**src/rtl/mcp300x_responder_if.sv**
```systemverilog
// SPI pins shared by the MCP300x-style ADC emulator and whatever masters it.
// MISO_oe tells the pad ring when MISO should leave high-Z.
interface mcp300x_responder_if;
    logic SCLK;
    logic CS;
    logic MOSI;
    logic MISO;
    logic MISO_oe;

    modport master (output SCLK, output CS, output MOSI, input MISO, input MISO_oe);
    modport slave  (input SCLK, input CS, input MOSI, output MISO, output MISO_oe);
endinterface

```
**src/rtl/mcp300x_responder.sv**
```systemverilog
// Emulates an MCP3004/3008 ADC on SPI mode 0: decodes the start/SGL/D2..D0 command
// and shifts back a null bit plus a 10-bit result taken from ch_values.
module mcp300x_responder #(
    parameter int NUM_CHANNELS = 8,
    parameter int SYNC_STAGES  = 2
) (
    input  logic                         clk_oversample,
    input  logic                         reset,
    mcp300x_responder_if.slave           spi,
    input  logic [10*NUM_CHANNELS-1:0]   ch_values,
    output logic                         cmd_valid,
    output logic                         cmd_single,
    output logic [2:0]                   cmd_channel,
    output logic                         busy,
    output logic                         frame_error
);
    localparam int IDX_W   = (NUM_CHANNELS == 4) ? 2 : 3;
    localparam int FLUSH_W = $clog2(SYNC_STAGES + 2);
    localparam logic [FLUSH_W-1:0] FLUSH_LAST = FLUSH_W'(SYNC_STAGES + 1);

    typedef enum logic [2:0] {IDLE, WAIT_START, CMD, SAMPLE, NULLBIT, DATA, TRAIL} state_t;

    logic [SYNC_STAGES-1:0] sclk_sync_q, sclk_sync_d;
    logic [SYNC_STAGES-1:0] cs_sync_q, cs_sync_d;
    logic [SYNC_STAGES-1:0] mosi_sync_q, mosi_sync_d;
    logic                   sclk_prev_q, cs_prev_q;
    logic                   sclk_s, cs_s, mosi_s;
    logic                   sclk_rise, sclk_fall, cs_rise, cs_fall;

    state_t         state_q, state_d;
    logic [2:0]     cmd_shift_q, cmd_shift_d;
    logic [1:0]     cmd_cnt_q, cmd_cnt_d;
    logic [3:0]     bit_idx_q, bit_idx_d;
    logic [9:0]     result_q, result_d;
    logic           miso_q, miso_d, oe_q, oe_d;
    logic           cmd_valid_q, cmd_valid_d, cmd_single_q, cmd_single_d;
    logic [2:0]     cmd_channel_q, cmd_channel_d;
    logic           busy_q, busy_d, frame_error_q, frame_error_d;
    logic [FLUSH_W-1:0] flush_q, flush_d;
    logic           armed_q, armed_d;

    logic [9:0]       ch_arr [NUM_CHANNELS];
    logic [3:0]       cmd_word;
    logic [IDX_W-1:0] pos_idx, neg_idx;
    logic [9:0]       in_pos, in_neg, conv;
    logic [10:0]      diff;

    genvar gi;
    generate
        for (gi = 0; gi < SYNC_STAGES; gi++) begin : g_sync
            if (gi == 0) begin : g_first
                assign sclk_sync_d[gi] = spi.SCLK;
                assign cs_sync_d[gi]   = spi.CS;
                assign mosi_sync_d[gi] = spi.MOSI;
            end else begin : g_rest
                assign sclk_sync_d[gi] = sclk_sync_q[gi-1];
                assign cs_sync_d[gi]   = cs_sync_q[gi-1];
                assign mosi_sync_d[gi] = mosi_sync_q[gi-1];
            end
        end
        for (gi = 0; gi < NUM_CHANNELS; gi++) begin : g_ch
            assign ch_arr[gi] = ch_values[10*gi +: 10];
        end
    endgenerate

    assign sclk_s    = sclk_sync_q[SYNC_STAGES-1];
    assign cs_s      = cs_sync_q[SYNC_STAGES-1];
    assign mosi_s    = mosi_sync_q[SYNC_STAGES-1];
    assign sclk_rise = sclk_s & ~sclk_prev_q;
    assign sclk_fall = ~sclk_s & sclk_prev_q;
    assign cs_rise   = cs_s & ~cs_prev_q;
    assign cs_fall   = ~cs_s & cs_prev_q;

    // The differential "minus" input is always the other channel of the same pair.
    assign cmd_word = {cmd_shift_q, mosi_s};
    assign pos_idx  = cmd_word[IDX_W-1:0];
    assign neg_idx  = {pos_idx[IDX_W-1:1], ~pos_idx[0]};
    assign in_pos   = ch_arr[pos_idx];
    assign in_neg   = ch_arr[neg_idx];
    assign diff     = {1'b0, in_pos} - {1'b0, in_neg};
    assign conv     = cmd_word[3] ? in_pos : (diff[10] ? 10'd0 : diff[9:0]);

    always_comb begin
        state_d       = state_q;
        cmd_shift_d   = cmd_shift_q;
        cmd_cnt_d     = cmd_cnt_q;
        bit_idx_d     = bit_idx_q;
        result_d      = result_q;
        miso_d        = miso_q;
        oe_d          = oe_q;
        cmd_valid_d   = 1'b0;
        cmd_single_d  = cmd_single_q;
        cmd_channel_d = cmd_channel_q;
        busy_d        = ~cs_s;
        frame_error_d = 1'b0;
        flush_d       = (flush_q == FLUSH_LAST) ? flush_q : flush_q + 1'b1;
        // A CS low edge manufactured by the post-reset synchroniser flush must not open a frame.
        armed_d       = armed_q | ((flush_q == FLUSH_LAST) & cs_s);

        if (cs_rise) begin
            state_d       = IDLE;
            miso_d        = 1'b0;
            oe_d          = 1'b0;
            frame_error_d = (state_q inside {CMD, SAMPLE, NULLBIT, DATA});
        end else if (cs_fall && armed_q) begin
            state_d = WAIT_START;
            miso_d  = 1'b0;
            oe_d    = 1'b0;
        end else begin
            case (state_q)
                IDLE: ;
                WAIT_START: begin
                    if (sclk_rise && mosi_s) begin
                        state_d     = CMD;
                        cmd_cnt_d   = 2'd0;
                        cmd_shift_d = 3'd0;
                    end
                end
                CMD: begin
                    if (sclk_rise) begin
                        cmd_shift_d = {cmd_shift_q[1:0], mosi_s};
                        cmd_cnt_d   = cmd_cnt_q + 2'd1;
                        if (cmd_cnt_q == 2'd3) begin
                            state_d       = SAMPLE;
                            result_d      = conv;
                            cmd_valid_d   = 1'b1;
                            cmd_single_d  = cmd_word[3];
                            cmd_channel_d = cmd_word[2:0];
                        end
                    end
                end
                SAMPLE: begin
                    if (sclk_rise) state_d = NULLBIT;
                end
                NULLBIT: begin
                    if (sclk_fall) begin
                        oe_d   = 1'b1;
                        miso_d = 1'b0;
                    end
                    if (sclk_rise) begin
                        state_d   = DATA;
                        bit_idx_d = 4'd9;
                    end
                end
                DATA: begin
                    if (sclk_fall) begin
                        miso_d = result_q[bit_idx_q];
                        if (bit_idx_q == 4'd0) state_d = TRAIL;
                        else bit_idx_d = bit_idx_q - 4'd1;
                    end
                end
                TRAIL: begin
                    if (sclk_fall) miso_d = 1'b0;
                end
                default: state_d = IDLE;
            endcase
        end
    end

    always_ff @(posedge clk_oversample) begin
        if (reset) begin
            sclk_sync_q   <= '0;
            cs_sync_q     <= '1;
            mosi_sync_q   <= '0;
            sclk_prev_q   <= 1'b0;
            cs_prev_q     <= 1'b1;
            state_q       <= IDLE;
            cmd_shift_q   <= 3'd0;
            cmd_cnt_q     <= 2'd0;
            bit_idx_q     <= 4'd0;
            result_q      <= 10'd0;
            miso_q        <= 1'b0;
            oe_q          <= 1'b0;
            cmd_valid_q   <= 1'b0;
            cmd_single_q  <= 1'b0;
            cmd_channel_q <= 3'd0;
            busy_q        <= 1'b0;
            frame_error_q <= 1'b0;
            flush_q       <= '0;
            armed_q       <= 1'b0;
        end else begin
            sclk_sync_q   <= sclk_sync_d;
            cs_sync_q     <= cs_sync_d;
            mosi_sync_q   <= mosi_sync_d;
            sclk_prev_q   <= sclk_s;
            cs_prev_q     <= cs_s;
            state_q       <= state_d;
            cmd_shift_q   <= cmd_shift_d;
            cmd_cnt_q     <= cmd_cnt_d;
            bit_idx_q     <= bit_idx_d;
            result_q      <= result_d;
            miso_q        <= miso_d;
            oe_q          <= oe_d;
            cmd_valid_q   <= cmd_valid_d;
            cmd_single_q  <= cmd_single_d;
            cmd_channel_q <= cmd_channel_d;
            busy_q        <= busy_d;
            frame_error_q <= frame_error_d;
            flush_q       <= flush_d;
            armed_q       <= armed_d;
        end
    end

    assign spi.MISO    = miso_q;
    assign spi.MISO_oe = oe_q;
    assign cmd_valid   = cmd_valid_q;
    assign cmd_single  = cmd_single_q;
    assign cmd_channel = cmd_channel_q;
    assign busy        = busy_q;
    assign frame_error = frame_error_q;
endmodule

```
**src/flat_wrapper.sv**
```systemverilog
// flat-port wrapper written by rule: the top's interface ports become plain ports
module mcp300x_responder_flat 
#(
    parameter int NUM_CHANNELS = 8,
    parameter int SYNC_STAGES  = 2
)
  (clk_oversample, reset, ch_values, cmd_valid, cmd_single, cmd_channel, busy, frame_error, spi_SCLK, spi_CS, spi_MOSI, spi_MISO, spi_MISO_oe);
  mcp300x_responder_if spi_i ();
  input  logic clk_oversample;
  input  logic reset;
  input  logic [10*NUM_CHANNELS-1:0] ch_values;
  output logic cmd_valid;
  output logic cmd_single;
  output logic [2:0] cmd_channel;
  output logic busy;
  output logic frame_error;
  input wire logic [$bits(spi_i.SCLK)-1:0] spi_SCLK;
  input wire logic [$bits(spi_i.CS)-1:0] spi_CS;
  input wire logic [$bits(spi_i.MOSI)-1:0] spi_MOSI;
  output wire logic [$bits(spi_i.MISO)-1:0] spi_MISO;
  output wire logic [$bits(spi_i.MISO_oe)-1:0] spi_MISO_oe;
  assign spi_i.SCLK = spi_SCLK;
  assign spi_i.CS = spi_CS;
  assign spi_i.MOSI = spi_MOSI;
  assign spi_MISO = spi_i.MISO;
  assign spi_MISO_oe = spi_i.MISO_oe;
  mcp300x_responder #(.NUM_CHANNELS(NUM_CHANNELS), .SYNC_STAGES(SYNC_STAGES)) u_core (.clk_oversample(clk_oversample), .reset(reset), .spi(spi_i), .ch_values(ch_values), .cmd_valid(cmd_valid), .cmd_single(cmd_single), .cmd_channel(cmd_channel), .busy(busy), .frame_error(frame_error));
endmodule
```
**config.mk**
```make
export PLATFORM = sky130hd
export DESIGN_NAME = mcp300x_responder_flat
export DESIGN_NICKNAME = d
export VERILOG_FILES = /design/src/rtl/mcp300x_responder_if.sv /design/src/rtl/mcp300x_responder.sv /design/src/flat_wrapper.sv
export SDC_FILE = /design/constraint.sdc
export NUM_CORES = 1
export LEC_CHECK = 0
export ABC_AREA = 1
export CAP_MARGIN = 5
export CORE_MARGIN = 5
export CORE_UTILIZATION = 56
export DETAILED_ROUTE_END_ITERATION = 7
export PLACE_DENSITY = 0.88
export SLEW_MARGIN = 10
export SYNTH_ARGS = -nofsm -noshare
export SYNTH_HDL_FRONTEND = slang
export SYNTH_SLANG_ARGS = --single-unit
```
**constraint.sdc**
```tcl
create_clock -name clk_oversample -period 4.7 [get_ports clk_oversample]
set_clock_uncertainty 0.05 [all_clocks]
set_input_delay 0.47 -clock clk_oversample [delete_from_list [all_inputs] [get_ports clk_oversample]]
set_output_delay 0.47 -clock clk_oversample [all_outputs]
set_load 0.01 [all_outputs]
```
# Word level (Yosys, flattened, before mapping)
# Cells that the tools add are included.
[op_classes] n_bitwise=18 magnitude_cmp=3 eq_ne=25 n_reduce_logical=21 n_addsub=4 n_mux=33
[op_table] cell="10-bit binary-select mux with 3-bit select" n=2
[op_table] cell="10-bit two-way mux" n=6
[op_table] cell="3-bit two-way mux" n=9
[op_table] cell="3-bit one-hot mux with 6 select lines" n=1
[op_table] cell="8-bit AND reduction" n=2
[op_table] cell="2-bit by 1-bit inequality test with 1-bit output (second input constant)" n=7
[op_table] cell="4-bit two-way mux" n=3
[op_table] cell="3-bit by 2-bit inequality test with 1-bit output (second input constant)" n=4
[op_table] cell="10-bit by 10-bit subtractor with 11-bit output" n=1
[op_table] cell="1-bit NOT" n=10
[op_table] cell="5-bit AND reduction" n=2
[op_table] cell="3-bit equality test (second input constant)" n=3
[op_table] cell="4-bit >= comparator (second input constant)" n=2
[op_table] cell="3-bit NOT with 4-bit output" n=2
[op_table] cell="4-bit one-hot mux with 2 select lines" n=1
[op_table] cell="2-bit OR reduction" n=4
[op_table] cell="3-bit by 2-bit equality test with 1-bit output (second input constant)" n=2
[op_table] cell="2-bit inequality test (second input constant)" n=3
[op_table] cell="3-bit inequality test (second input constant)" n=2
[op_table] cell="3-bit one-hot mux with 2 select lines" n=1
[op_table] cell="6-bit AND reduction" n=1
[op_table] cell="2-bit nonzero test" n=3
[op_table] cell="1-bit bitwise AND" n=5
[op_table] cell="4-bit by 5-bit less-than comparator with 1-bit output (second input constant)" n=1
[op_table] cell="other kinds (19)" n=27
[totals] output_inout_bits=9 word_cells=124 input_bits=85 reg_bits=42

# Longest topological paths before layout
# Gate-level depths: netlist of the first run.
[logic_depth] ltp_word=8 mapped_depth=21 ltp_nobuf=18

# Worst setup path after synthesis of the first run
# OpenSTA, ideal clock, no wires.
[synth_path] path_type="register -> register" startpoint="reg u_core.cmd_shift_q[0]" endpoint="reg u_core.result_q[6]" slack_ns=2.173 stages_incl_launch_ff=21 required_time_ns=4.522 n_path_buf=3 arrival_ns=2.350 setup_time_ns=0.128 synth_period_minus_slack_ns=2.527 cell_sequence="dfxtp_1 buf_2 buf_2 buf_2 a21oi_1 o21ai_0 nand2_1 nor2_1 a31oi_1 ha_1 fa_1 inv_1 nand3_1 nand3_1 nand2_1 nand2_1 nand2_1 nand2_1 nor2_1 nor2_1 nor2_1"
[synth_between] elab_chain_len=7 elab_cells_between_ends=11 classes_between="add/sub: 1; mux: 8; bitwise: 2"
[synth_rtl] item="start: declaration" line_no="mcp300x_responder.sv:31" text="logic [2:0] cmd_shift_q, cmd_shift_d;"
[synth_rtl] item="start signal: assignment" line_no="mcp300x_responder.sv:188" text="cmd_shift_q <= cmd_shift_d;"
[synth_rtl] item="3-bit NOT with 4-bit output (on tied branches)" line_no="mcp300x_responder.sv:78, mcp300x_responder.sv:79"
[synth_rtl] item="10-bit binary-select mux with 3-bit select (on tied branches)" line_no="mcp300x_responder.sv:78, mcp300x_responder.sv:79"
[synth_rtl] item="10-bit two-way mux (on tied branches) (2 in series)" line_no="mcp300x_responder.sv:78, mcp300x_responder.sv:79"
[synth_rtl] item="10-bit by 10-bit subtractor with 11-bit output" line_no="mcp300x_responder.sv:80" text="assign diff = {1'b0, in_pos} - {1'b0, in_neg};"
[synth_rtl] item="10-bit two-way mux" line_no="mcp300x_responder.sv:81" text="assign conv = cmd_word[3] ? in_pos : (diff[10] ? 10'd0 : diff[9:0]);"
[synth_rtl] item="10-bit two-way mux *" line_no="mcp300x_responder.sv:81"
[synth_rtl] item="end signal: assignment" line_no="mcp300x_responder.sv:191" text="result_q <= result_d;"
[synth_rtl] item="end: declaration" line_no="mcp300x_responder.sv:34" text="logic [9:0] result_q, result_d;"
# Every way passes the cells marked *; elsewhere a longest branch is shown, timed or not. The select of a mux whose other input is x is not followed.
# A chain may end at the register's enable or synchronous reset.

# Worst setup path in the final report of the first run
[layout_path] startpoint="reg u_core.mosi_sync_q[1]" endpoint="reg u_core.result_q[3]"
[layout_between] elab_chain_len=8 elab_cells_between_ends=12 classes_between="add/sub: 1; mux: 8; bitwise: 3"
[layout_rtl] item="start: declaration" line_no="mcp300x_responder.sv:25" text="logic [SYNC_STAGES-1:0] mosi_sync_q, mosi_sync_d;"
[layout_rtl] item="start signal: assignment" line_no="mcp300x_responder.sv:184" text="mosi_sync_q <= mosi_sync_d;"
[layout_rtl] item="1-bit NOT" line_no="mcp300x_responder.sv:77" text="assign neg_idx = {pos_idx[IDX_W-1:1], ~pos_idx[0]};"
[layout_rtl] item="3-bit NOT with 4-bit output (not written as such)" line_no="mcp300x_responder.sv:79" text="assign in_neg = ch_arr[neg_idx];"
[layout_rtl] item="10-bit binary-select mux with 3-bit select" line_no="mcp300x_responder.sv:79"
[layout_rtl] item="10-bit two-way mux (not written as such) (2 in series)" line_no="mcp300x_responder.sv:79"
[layout_rtl] item="10-bit by 10-bit subtractor with 11-bit output" line_no="mcp300x_responder.sv:80"
[layout_rtl] item="10-bit two-way mux" line_no="mcp300x_responder.sv:81"
[layout_rtl] item="10-bit two-way mux *" line_no="mcp300x_responder.sv:81"
# Marked as above.

==> results of run 1 <==
power by group through the flow:
stage | sequential, mW | clock (mW) | combinational, mW
after floorplan | 0.395 | 0 | 0.261
after global placement | 0.398 | 0 | 0.389
after detailed placement | 0.400 | 0 | 0.395
after CTS | 0.391 | 0.241 | 0.398
after global routing | 0.394 | 0.256 | 0.450
final | 0.391 | 0.237 | 0.401
layout make-up:
cell class | instances | area [µm²]
Timing Repair Buffer | 97 | 961
Clock inverter | 3 | 23.8
Clock buffer | 5 | 68.8
Sequential cell | 42 | 842
Fill cell | 648 | 2090
Multi-Input combinational cell | 522 | 2640
Inverter | 115 | 433
Tap cell | 99 | 124
worst paths after layout:
path              depth (start not counted)  slack, ns                  end             startpoint
setup reg to reg                         15       1.43   u_core.result_q[3]  u_core.mosi_sync_q[1]
setup / recovery                         15       1.43   u_core.result_q[3]  u_core.mosi_sync_q[1]
hold / removal                            1       0.38  u_core.cs_sync_q[1]    u_core.cs_sync_q[0]
hold reg to reg                           1       0.38  u_core.cs_sync_q[1]    u_core.cs_sync_q[0]
metrics by stage:
step,power (mW),area [µm²],cells
6_report,1.03,5090,883
5_1_grt,1.10,5090,883
4_1_cts,1.03,5090,883
3_5_place_dp,0.794,4990,875
3_3_place_gp,0.787,4990,875
2_1_floorplan,0.656,4070,715
flip-flops by register name (all words and copies together) (netlist names):
name,flops
u_core.result_q,10
u_core.bit_idx_q,4
u_core.cmd_channel,3
u_core.cmd_shift_q,3
u_core.state_q,3
u_core.cmd_cnt_q,2
u_core.cs_sync_q,2
u_core.flush_q,2
u_core.mosi_sync_q,2
u_core.sclk_sync_q,2
u_core.armed_q,1
u_core.busy,1
u_core.cmd_single,1
u_core.cmd_valid,1
u_core.cs_prev_q,1
u_core.frame_error,1
u_core.sclk_prev_q,1
u_core.spi.MISO,1
u_core.spi.MISO_oe,1
routing by layer:
| metal | vias to the layer above | GRT usage [%] | share of wire (%) |
|---|---|---|---|
| met1 | 2131 | 36.6 | 46 |
| met2 | 190 | 42.6 | 45 |
| met5 | - | 0 | 0 |
| met3 | 20 | 4.10 | 7.8 |
| met4 | 0 | 5.65 | 1.4 |
| li1 | 2432 | - | - |
kinds of logic (layout without fill, tap and decap cells):
logic type,after synthesis,in the layout,synth area share [%]
AOI/OAI and AO/OA,170,170,22.9
xor gates and xnor gates,6,6,1.29
adders and majority gates,14,14,4.49
buffers and inverters,151,220,14.7
DFF,42,42,20.6
and+or+nand+nor,332,332,36.0
worst reg2reg max path: stages (launching register included):
cell	delay, ns
dfxtp_2	0.34
buf_4	0.58
nand2_1	0.13
nand3_1	0.10
nand2_1	0.07
o21ai_0	0.44
inv_1	0.10
ha_1	0.35
nand2_1	0.09
nor2_1	0.18
nand3_1	0.10
nand3_1	0.14
nand2_1	0.13
nor2_1	0.18
nand2_1	0.07
a21oi_1	0.13
cells in the mapped netlist (all sizes together):
| cell type | count | share of area (%) |
|---|---|---|
| nand2 | 180 | 17 |
| inv | 112 | 10 |
| nand3 | 74 | 9.7 |
| o21ai | 73 | 9.4 |
| a21oi | 72 | 8.9 |
| nor2 | 68 | 7.3 |
| dfxtp | 42 | 21 |
| o211ai | 23 | 4.2 |
| buf | 21 | 2.6 |
| clkbuf | 15 | 1.4 |
| ha | 13 | 4.0 |
| xor2 | 4 | 0.86 |
| clkinv | 3 | 0.31 |
| nand3b | 3 | 0.55 |
| a31oi | 2 | 0.31 |
| and2 | 2 | 0.31 |
| nor3 | 2 | 0.52 |
| or2 | 2 | 0.31 |
| xnor2 | 2 | 0.43 |
| fa | 1 | 0.49 |
| nand4 | 1 | 0.15 |
==> impl_metrics.tcl, run 1 <==
set metrics [dict create \
    first_iter_violations 279 \
    postRouteAntennaNets 0 \
    worst_pin_slew_ns 0.991 \
    worstSkewPairLatency_ns 0.30 \
    htreeDepth 2 \
    initial_core_util_pct 56.8 \
    cts_buffers 5 \
    comb_power_share_pct 39.0 \
    dp_hpwl_um 9540 \
    ys_types 34 \
    maxCapViolations 0 \
    finalSetupTns_ns 0 \
    leakagePower_nw 2.35 \
    synth_warnings 0 \
    hold_viol 0 \
    grt_pass1_vias 4251 \
    num_antenna_cells 0 \
    maxSlewHeadroom_pct 33.7 \
    fp-row-count 31 \
    status "complete, no violations" \
    crit_chain "buf_4, nand2_1, nand3_1, nand2_1, o21ai_0, inv_1, ha_1, nand2_1, nor2_1, nand3_1, nand3_1, nand2_1, nor2_1, nand2_1, a21oi_1" \
    syn-mean-instance-area_um2 5.70 \
    finalCritPeriodShare_pct 69.6 \
    die_x_um 95.3 \
    setup_slack_ns 1.43 \
    wl_per_cell_um 13.9 \
    syn-cell-area_mm2 0.00407 \
    cts_tree "yes" \
    drc 0 \
    core_mm2 0.00718 \
    dieArea_mm2 0.00908 \
    die_h_um 95.3 \
    rsz0062_at_grt "no" \
    clk_pin_slew_worst_paths_ns 0.09 \
    cts_setup_buffers 0 \
    p_clk_share_pct 23.0 \
    cts.sinks 42 \
    grt_overflow 0 \
    gp_congestion 0.933 \
    synth_nets 814 \
    timing.final.crit_period_ns 3.27 \
    netlist_instances 715 \
    slowest_stage "buf_4" \
    p_sw_share_pct 36.8 \
    layout_commonest_cell "nand2_1" \
    fin_util_pct 70.9 \
    dp_slack_ns 1.52 \
    drive_above_1_share_pct 4.72 \
    crit_family "simple AND/OR/NAND/NOR gates" \
    layout_common_cells "174 x nand2_1, 107 x inv_1, 93 x clkdlybuf4s50_1" \
    grt_util_all_layers_pct 26.3 \
    grt_max_degree 84 \
    hold_buffers 0 \
    crit_required_ns 4.86 \
    hold_ws_ns 0.382 \
    hp-class "flop to flop" \
    switching_power_mw 0.379 \
    power_density_mw_per_mm2 202 \
    antenna_found_initial 0 \
    syn_to_final_growth_pct 24.9 \
    crit_path_frequent_cell "nand2_1" \
    nets 882 \
    ios 94 \
    clockRootBuffer "clkbuf_8" \
    p_int_mw 0.651 \
    setup_violations 0 \
    avgViaCountPerCell 5.41 \
    cp_slowest_stage_delay_ns 0.58 \
    cts_resized 0 \
    crit_path_end_kind "flop" \
    fmax_mhz 306 \
    wirelength_um 12200 \
    seq_area_frac_synth_pct 20.6 \
    port_buffers 93 \
    arrival_ns 3.43 \
    critPathKind "flop to flop" \
    seqPwrFrac_pct 38.0 \
    synth_seq_cells 42 \
    irDropWorstVdd_uv 215 \
    cp-start-kind "flop" \
    drv_slew 0 \
    path_buf_inv 2 \
    grt_pass1_wl_um 19400 \
    drt_pass1_iterations 5 \
    worstPathMaxFanout 83 \
    num_vias 4773 \
    cts_buffer_depth 2 \
]
(Power assumes the default switching activity.)
==> inputs of run 2 (changes only) <==
--- a/config.mk
+++ b/config.mk
@@ -8,9 +8,9 @@
 export ABC_AREA = 1
 export CAP_MARGIN = 5
 export CORE_MARGIN = 5
-export CORE_UTILIZATION = 56
+export CORE_UTILIZATION = 52
 export DETAILED_ROUTE_END_ITERATION = 7
-export PLACE_DENSITY = 0.88
+export PLACE_DENSITY = 0.83
 export SLEW_MARGIN = 10
 export SYNTH_ARGS = -nofsm -noshare
 export SYNTH_HDL_FRONTEND = slang
==> constraint.sdc (replaced) <==
create_clock -name clk_oversample -period 3.35 [get_ports clk_oversample]
set_clock_uncertainty 0.05 [all_clocks]
set_input_delay 0.335 -clock clk_oversample [delete_from_list [all_inputs] [get_ports clk_oversample]]
set_output_delay 0.335 -clock clk_oversample [all_outputs]
set_load 0.01 [all_outputs]
==> impl_metrics.tcl, run 2 (synthesized netlist as in run 1, its figures left out) <==
set metrics [dict create \
    worstPathMaxFanout 31 \
    ios 94 \
    irDropWorstVdd_uv 274 \
    die_x_um 98.5 \
    grt_max_degree 58 \
    maxSlewHeadroom_pct 65.0 \
    comb_power_share_pct 37.3 \
    worst_pin_slew_ns 0.520 \
    crit_end "u_core.result_q[3]" \
    die_h_um 98.5 \
    status "complete, no violations" \
    postRouteAntennaNets 0 \
    worstSkewPairLatency_ns 0.30 \
    placedCellCount 885 \
    syn_to_final_growth_pct 27.2 \
    antenna_found_initial 0 \
    worstRegToRegCells 15 \
    cts.sinks 42 \
    drt_pass1_iterations 5 \
    fp-row-count 32 \
    p_clk_share_pct 26.3 \
    arrival_ns 3.22 \
    maxCapViolations 0 \
    critPathKind "flop to flop" \
    cts_setup_buffers 0 \
    grt_pass1_vias 4578 \
    hp-class "flop to flop" \
    cts_buffer_depth 2 \
    timing.final.crit_period_ns 3.04 \
    hold_path_depth 2 \
    avgViaCountPerCell 5.44 \
    r2r-end "u_core.result_q[3]" \
    largest-register "u_core.result_q" \
    port_buffers 93 \
    seqPwrFrac_pct 36.4 \
    cts_buffers 5 \
    ff2ff_setup_slack_ns 0.31 \
    num_antenna_cells 0 \
    power_density_mw_per_mm2 291 \
    p_int_mw 0.987 \
    setup_slack_ns 0.311 \
    fin_util_pct 67.4 \
    layout_commonest_cell "nand2_1" \
    wl_per_cell_um 13.6 \
    gp_congestion 0.987 \
    cts_tree "yes" \
    clockRootBuffer "clkbuf_8" \
    largest_reg_flops 10 \
    grt_pass1_wl_um 20400 \
    startpoint "u_core.mosi_sync_q[1]" \
    dieArea_mm2 0.00970 \
    drv_slew 0 \
    htreeDepth 2 \
    finalSetupTns_ns 0 \
    wirelength_um 12100 \
    leakagePower_nw 2.40 \
    crit_required_ns 3.53 \
    grt_util_all_layers_pct 24.9 \
    crit_path_end_kind "flop" \
    largestRegisters "u_core.result_q x10, u_core.bit_idx_q x4" \
    dp_hpwl_um 9590 \
    grt_overflow 0 \
    p_sw_share_pct 34.5 \
    layoutNonFillerInstCount 892 \
    first_iter_violations 277 \
    nets 888 \
    num_vias 4855 \
    layout_common_cells "174 x nand2_1, 107 x inv_1, 93 x clkdlybuf4s50_1" \
    fmax_mhz 329 \
    setup_violations 0 \
    dp_slack_ns 0.306 \
    cp-start-kind "flop" \
    dpl_cell_area_mm2 0.00508 \
    fin_area_mm2 0.00518 \
    core_mm2 0.00769 \
    drive_above_1_share_pct 5.44 \
    r2r_start "u_core.mosi_sync_q[1]" \
    rsz0062_at_grt "no" \
    finalCritPeriodShare_pct 90.7 \
    initial_core_util_pct 53.0 \
    drc 0 \
    switching_power_mw 0.519 \
    clk_pin_slew_worst_paths_ns 0.08 \
    hold_viol 0 \
]
-- run 2: changes by cell type in the layout (fill, tap and decap cells not counted) --
cell,change
buf_4,+3
buf_12,+2
bufinv_16,+1
clkinv_2,+2
inv_6,-1
buf_6,+1
clkinvlp_4,-2
-- run 2: power by group through the flow --
stage	Clock, mW	Combinational (mW)	Sequential [mW]
3_3_place_gp	0	0.543	0.558
2_1_floorplan	0	0.366	0.554
6_report	0.396	0.562	0.548
3_5_place_dp	0	0.554	0.559
5_1_grt	0.429	0.629	0.553
4_1_cts	0.405	0.558	0.547
-- run 2: cell type report --
cell class	instances	area, µm²
clock buffers	5	68.8
clock inverters	3	40.0
fillers	744	2510
inverters	115	433
multi-input cells	522	2640
flip-flops and latches	42	842
well taps	102	128
repair buffers	103	1030
-- run 2: metrics by stage --
step	power, mW	hold slack (ns)
after floorplan	0.920	0.338
after global placement	1.10	0.335
after detailed placement	1.11	0.338
after CTS	1.51	0.352
after global routing	1.61	0.379
final	1.51	0.353
-- run 2: timing repair --
item / CTS / global route
endpoints found under the hold margin: 0 / 0
resized for setup: 0 / 1
hold buffers: 0 / 0
setup endpoints to repair: 0 / 6
-- run 2: worst max-delay path: stages, from the launching register on --
cell and delay (ns):
dfxtp_2 0.34, inv_2 0.38, buf_4 0.28, a21oi_1 0.09, o21ai_0 0.08, nand3_1 0.17
and2_1 0.18, ha_1 0.37, nand2_1 0.11, nor2_1 0.16, nand3_1 0.09, nand3_1 0.12
nand2_1 0.12, nor2_1 0.21, nand2_1 0.09, a21oi_1 0.12
-- run 2: how the worst min path moves through the flow --
stage                     startpoint                    end  slack [ns]
2_1_floorplan  u_core.mosi_sync_q[0]  u_core.mosi_sync_q[1]        0.34
4_1_cts        u_core.mosi_sync_q[0]  u_core.mosi_sync_q[1]        0.35
5_1_grt          u_core.cs_sync_q[0]    u_core.cs_sync_q[1]        0.38
6_report       u_core.mosi_sync_q[0]  u_core.mosi_sync_q[1]        0.35
3_3_place_gp   u_core.mosi_sync_q[0]  u_core.mosi_sync_q[1]        0.33
3_5_place_dp   u_core.mosi_sync_q[0]  u_core.mosi_sync_q[1]        0.34
-- run 2: metal layers --
| metal | GRT usage (%) | wire (µm) | up-vias |
|---|---|---|---|
| li1 | - | - | 2443 |
| met1 | 33.1 | 5480 | 2205 |
| met2 | 41.0 | 5620 | 181 |
| met3 | 4.95 | 808 | 26 |
| met4 | 7.35 | 216 | 0 |
| met5 | 0 | 0 | - |
==> inputs of run 3 (changes only) <==
--- a/config.mk
+++ b/config.mk
@@ -10,6 +10,7 @@
 export CORE_MARGIN = 5
 export CORE_UTILIZATION = 52
 export DETAILED_ROUTE_END_ITERATION = 7
+export GPL_TIMING_DRIVEN = 0
 export PLACE_DENSITY = 0.83
 export SLEW_MARGIN = 10
 export SYNTH_ARGS = -nofsm -noshare
==> constraint.sdc (replaced) <==
create_clock -name clk_oversample -period 3.35 [get_ports clk_oversample]
set_clock_uncertainty 0.05 [all_clocks]
set_input_delay 0.335 -clock clk_oversample [delete_from_list [all_inputs] [get_ports clk_oversample]]
set_output_delay 0.335 -clock clk_oversample [all_outputs]
set_load 0.02 [all_outputs]
==> impl_metrics.tcl, run 3 (synthesized netlist as in run 1, its figures left out) <==
set metrics [dict create \
    drive_above_1_share_pct 7.39 \
    hp-class "flop to flop" \
    setup_violations 0 \
    drt_pass1_iterations 5 \
    cts_tree "yes" \
    layout_common_cells "174 x nand2_1, 107 x inv_1, 92 x clkdlybuf4s50_1" \
    wirelength_um 14800 \
    clk_pin_slew_worst_paths_ns 0.08 \
    num_antenna_cells 0 \
    wl_per_cell_um 16.2 \
    largest_reg_flops 10 \
    drv_slew 0 \
    layout_commonest_cell "nand2_1" \
    startpoint "u_core.cmd_shift_q[1]" \
    largest-register "u_core.result_q" \
    cp-start-kind "flop" \
    grt_overflow 0 \
    port_buffers 92 \
    rsz0062_at_grt "no" \
    status "complete, no violations" \
    finalCritPeriodShare_pct 94.5 \
    r2r_start "u_core.cmd_shift_q[1]" \
    cts.sinks 42 \
    timing.final.crit_period_ns 3.17 \
    worstPathMaxFanout 10 \
    finalPower_mw 1.45 \
    dieArea_mm2 0.00970 \
    finalSetupTns_ns 0 \
    nets 911 \
    maxCapViolations 0 \
    grt_max_degree 13 \
    htreeDepth 2 \
    crit_required_ns 3.52 \
    fp-row-count 32 \
    largestRegisters "u_core.result_q x10, u_core.bit_idx_q x4" \
    dpl_cell_area_mm2 0.00512 \
    first_iter_violations 433 \
    dp_hpwl_um 11600 \
    critPathKind "flop to flop" \
    worst_pin_slew_ns 0.669 \
    die_h_um 98.5 \
    fmax_mhz 316 \
    gp_congestion 0.971 \
    fin_area_mm2 0.00521 \
    die_x_um 98.5 \
    clockRootBuffer "clkbuf_8" \
    avgViaCountPerCell 5.70 \
    hold_viol 0 \
    num_vias 5210 \
    power_density_mw_per_mm2 278 \
    maxSlewHeadroom_pct 55.4 \
    leakagePower_nw 2.45 \
    cts_buffers 5 \
    initial_core_util_pct 53.0 \
    arrival_ns 3.34 \
    hold_path_startpoint "u_core.sclk_sync_q[0]" \
    drc 0 \
    antenna_found_initial 0 \
    worstSkewPairLatency_ns 0.29 \
    crit_path_end_kind "flop" \
    ios 94 \
    syn_to_final_growth_pct 27.9 \
    irDropWorstVdd_uv 296 \
    grt_util_all_layers_pct 29.6 \
    grt_pass1_wl_um 23500 \
    postRouteAntennaNets 0 \
    grt_pass1_vias 5069 \
    fin_util_pct 67.7 \
    cts_buffer_depth 2 \
    core_mm2 0.00769 \
]
==> run 3: cell types whose count changed in the layout (fill, tap and decap cells not counted), sizes merged <==
cell	change
clkbuf	+14
clkinvlp	+1
clkinv	-1
buf	+10
bufinv	-1
clkdlybuf4s50	-1
==> run 3: worst paths after layout <==
check | endpoint | slack, ns | cells past startpoint
max | u_core.result_q[3] | 0.18 | 13
min | u_core.sclk_sync_q[1] | 0.36 | 2
max reg2reg | u_core.result_q[3] | 0.18 | 13
min reg2reg | u_core.sclk_sync_q[1] | 0.36 | 2
==> run 3: stage by stage <==
stage | instances | hold slack [ns] | setup slack [ns]
final | 914 | 0.358 | 0.184
after global placement | 909 | 0.339 | 0.188
after floorplan | 715 | 0.338 | 0.823
after CTS | 916 | 0.356 | 0.132
after global routing | 914 | 0.377 | 0.0226
after detailed placement | 909 | 0.351 | 0.146
==> run 3: critical path, cell delays in order (launching register included) <==
cell        delay, ns
dfxtp_1          0.56
clkinvlp_4       0.33
clkbuf_1         0.38
nand3_1          0.21
nand2_1          0.15
ha_1             0.40
nand2_1          0.12
nor2_1           0.14
nand3_1          0.08
nand3_1          0.14
nand2_1          0.12
nor2_1           0.18
nand2_1          0.08
a21oi_1          0.15
==> run 3: cell type report <==
class | count | area, µm²
Multi-Input combinational cell | 522 | 2640
Clock buffer | 5 | 68.8
Timing Repair Buffer | 92 | 921
Fill cell | 719 | 2480
Tap cell | 102 | 128
Inverter | 115 | 437
Buffer | 34 | 168
Clock inverter | 2 | 10.0
Sequential cell | 42 | 841
==> run 3: timing repair <==
item / CTS / global route
setup endpoints to repair: 0 / 9
hold buffers: 0 / 0
hold endpoints to repair: 0 / 0
buffers inserted: 0 / 0
resized for setup: 0 / 17
==> run 3: where the power goes <==
group | total, mW | leakage (nW) | switching, mW | internal (mW)
combinational | 0.593 | 2.07 | 0.348 | 0.245
clock | 0.307 | 0.0438 | 0.167 | 0.140
sequential | 0.548 | 0.341 | 0.0233 | 0.525
==> run 3: per-layer routing <==
metal	up-vias	wire length, µm	share of wire, %	track usage [%]
met5	-	0	0	0
met1	2336	5790	39	36.7
met4	0	520	3.5	13.6
li1	2496	-	-	-
met2	319	7050	48	50.0
met3	59	1400	9.5	5.10
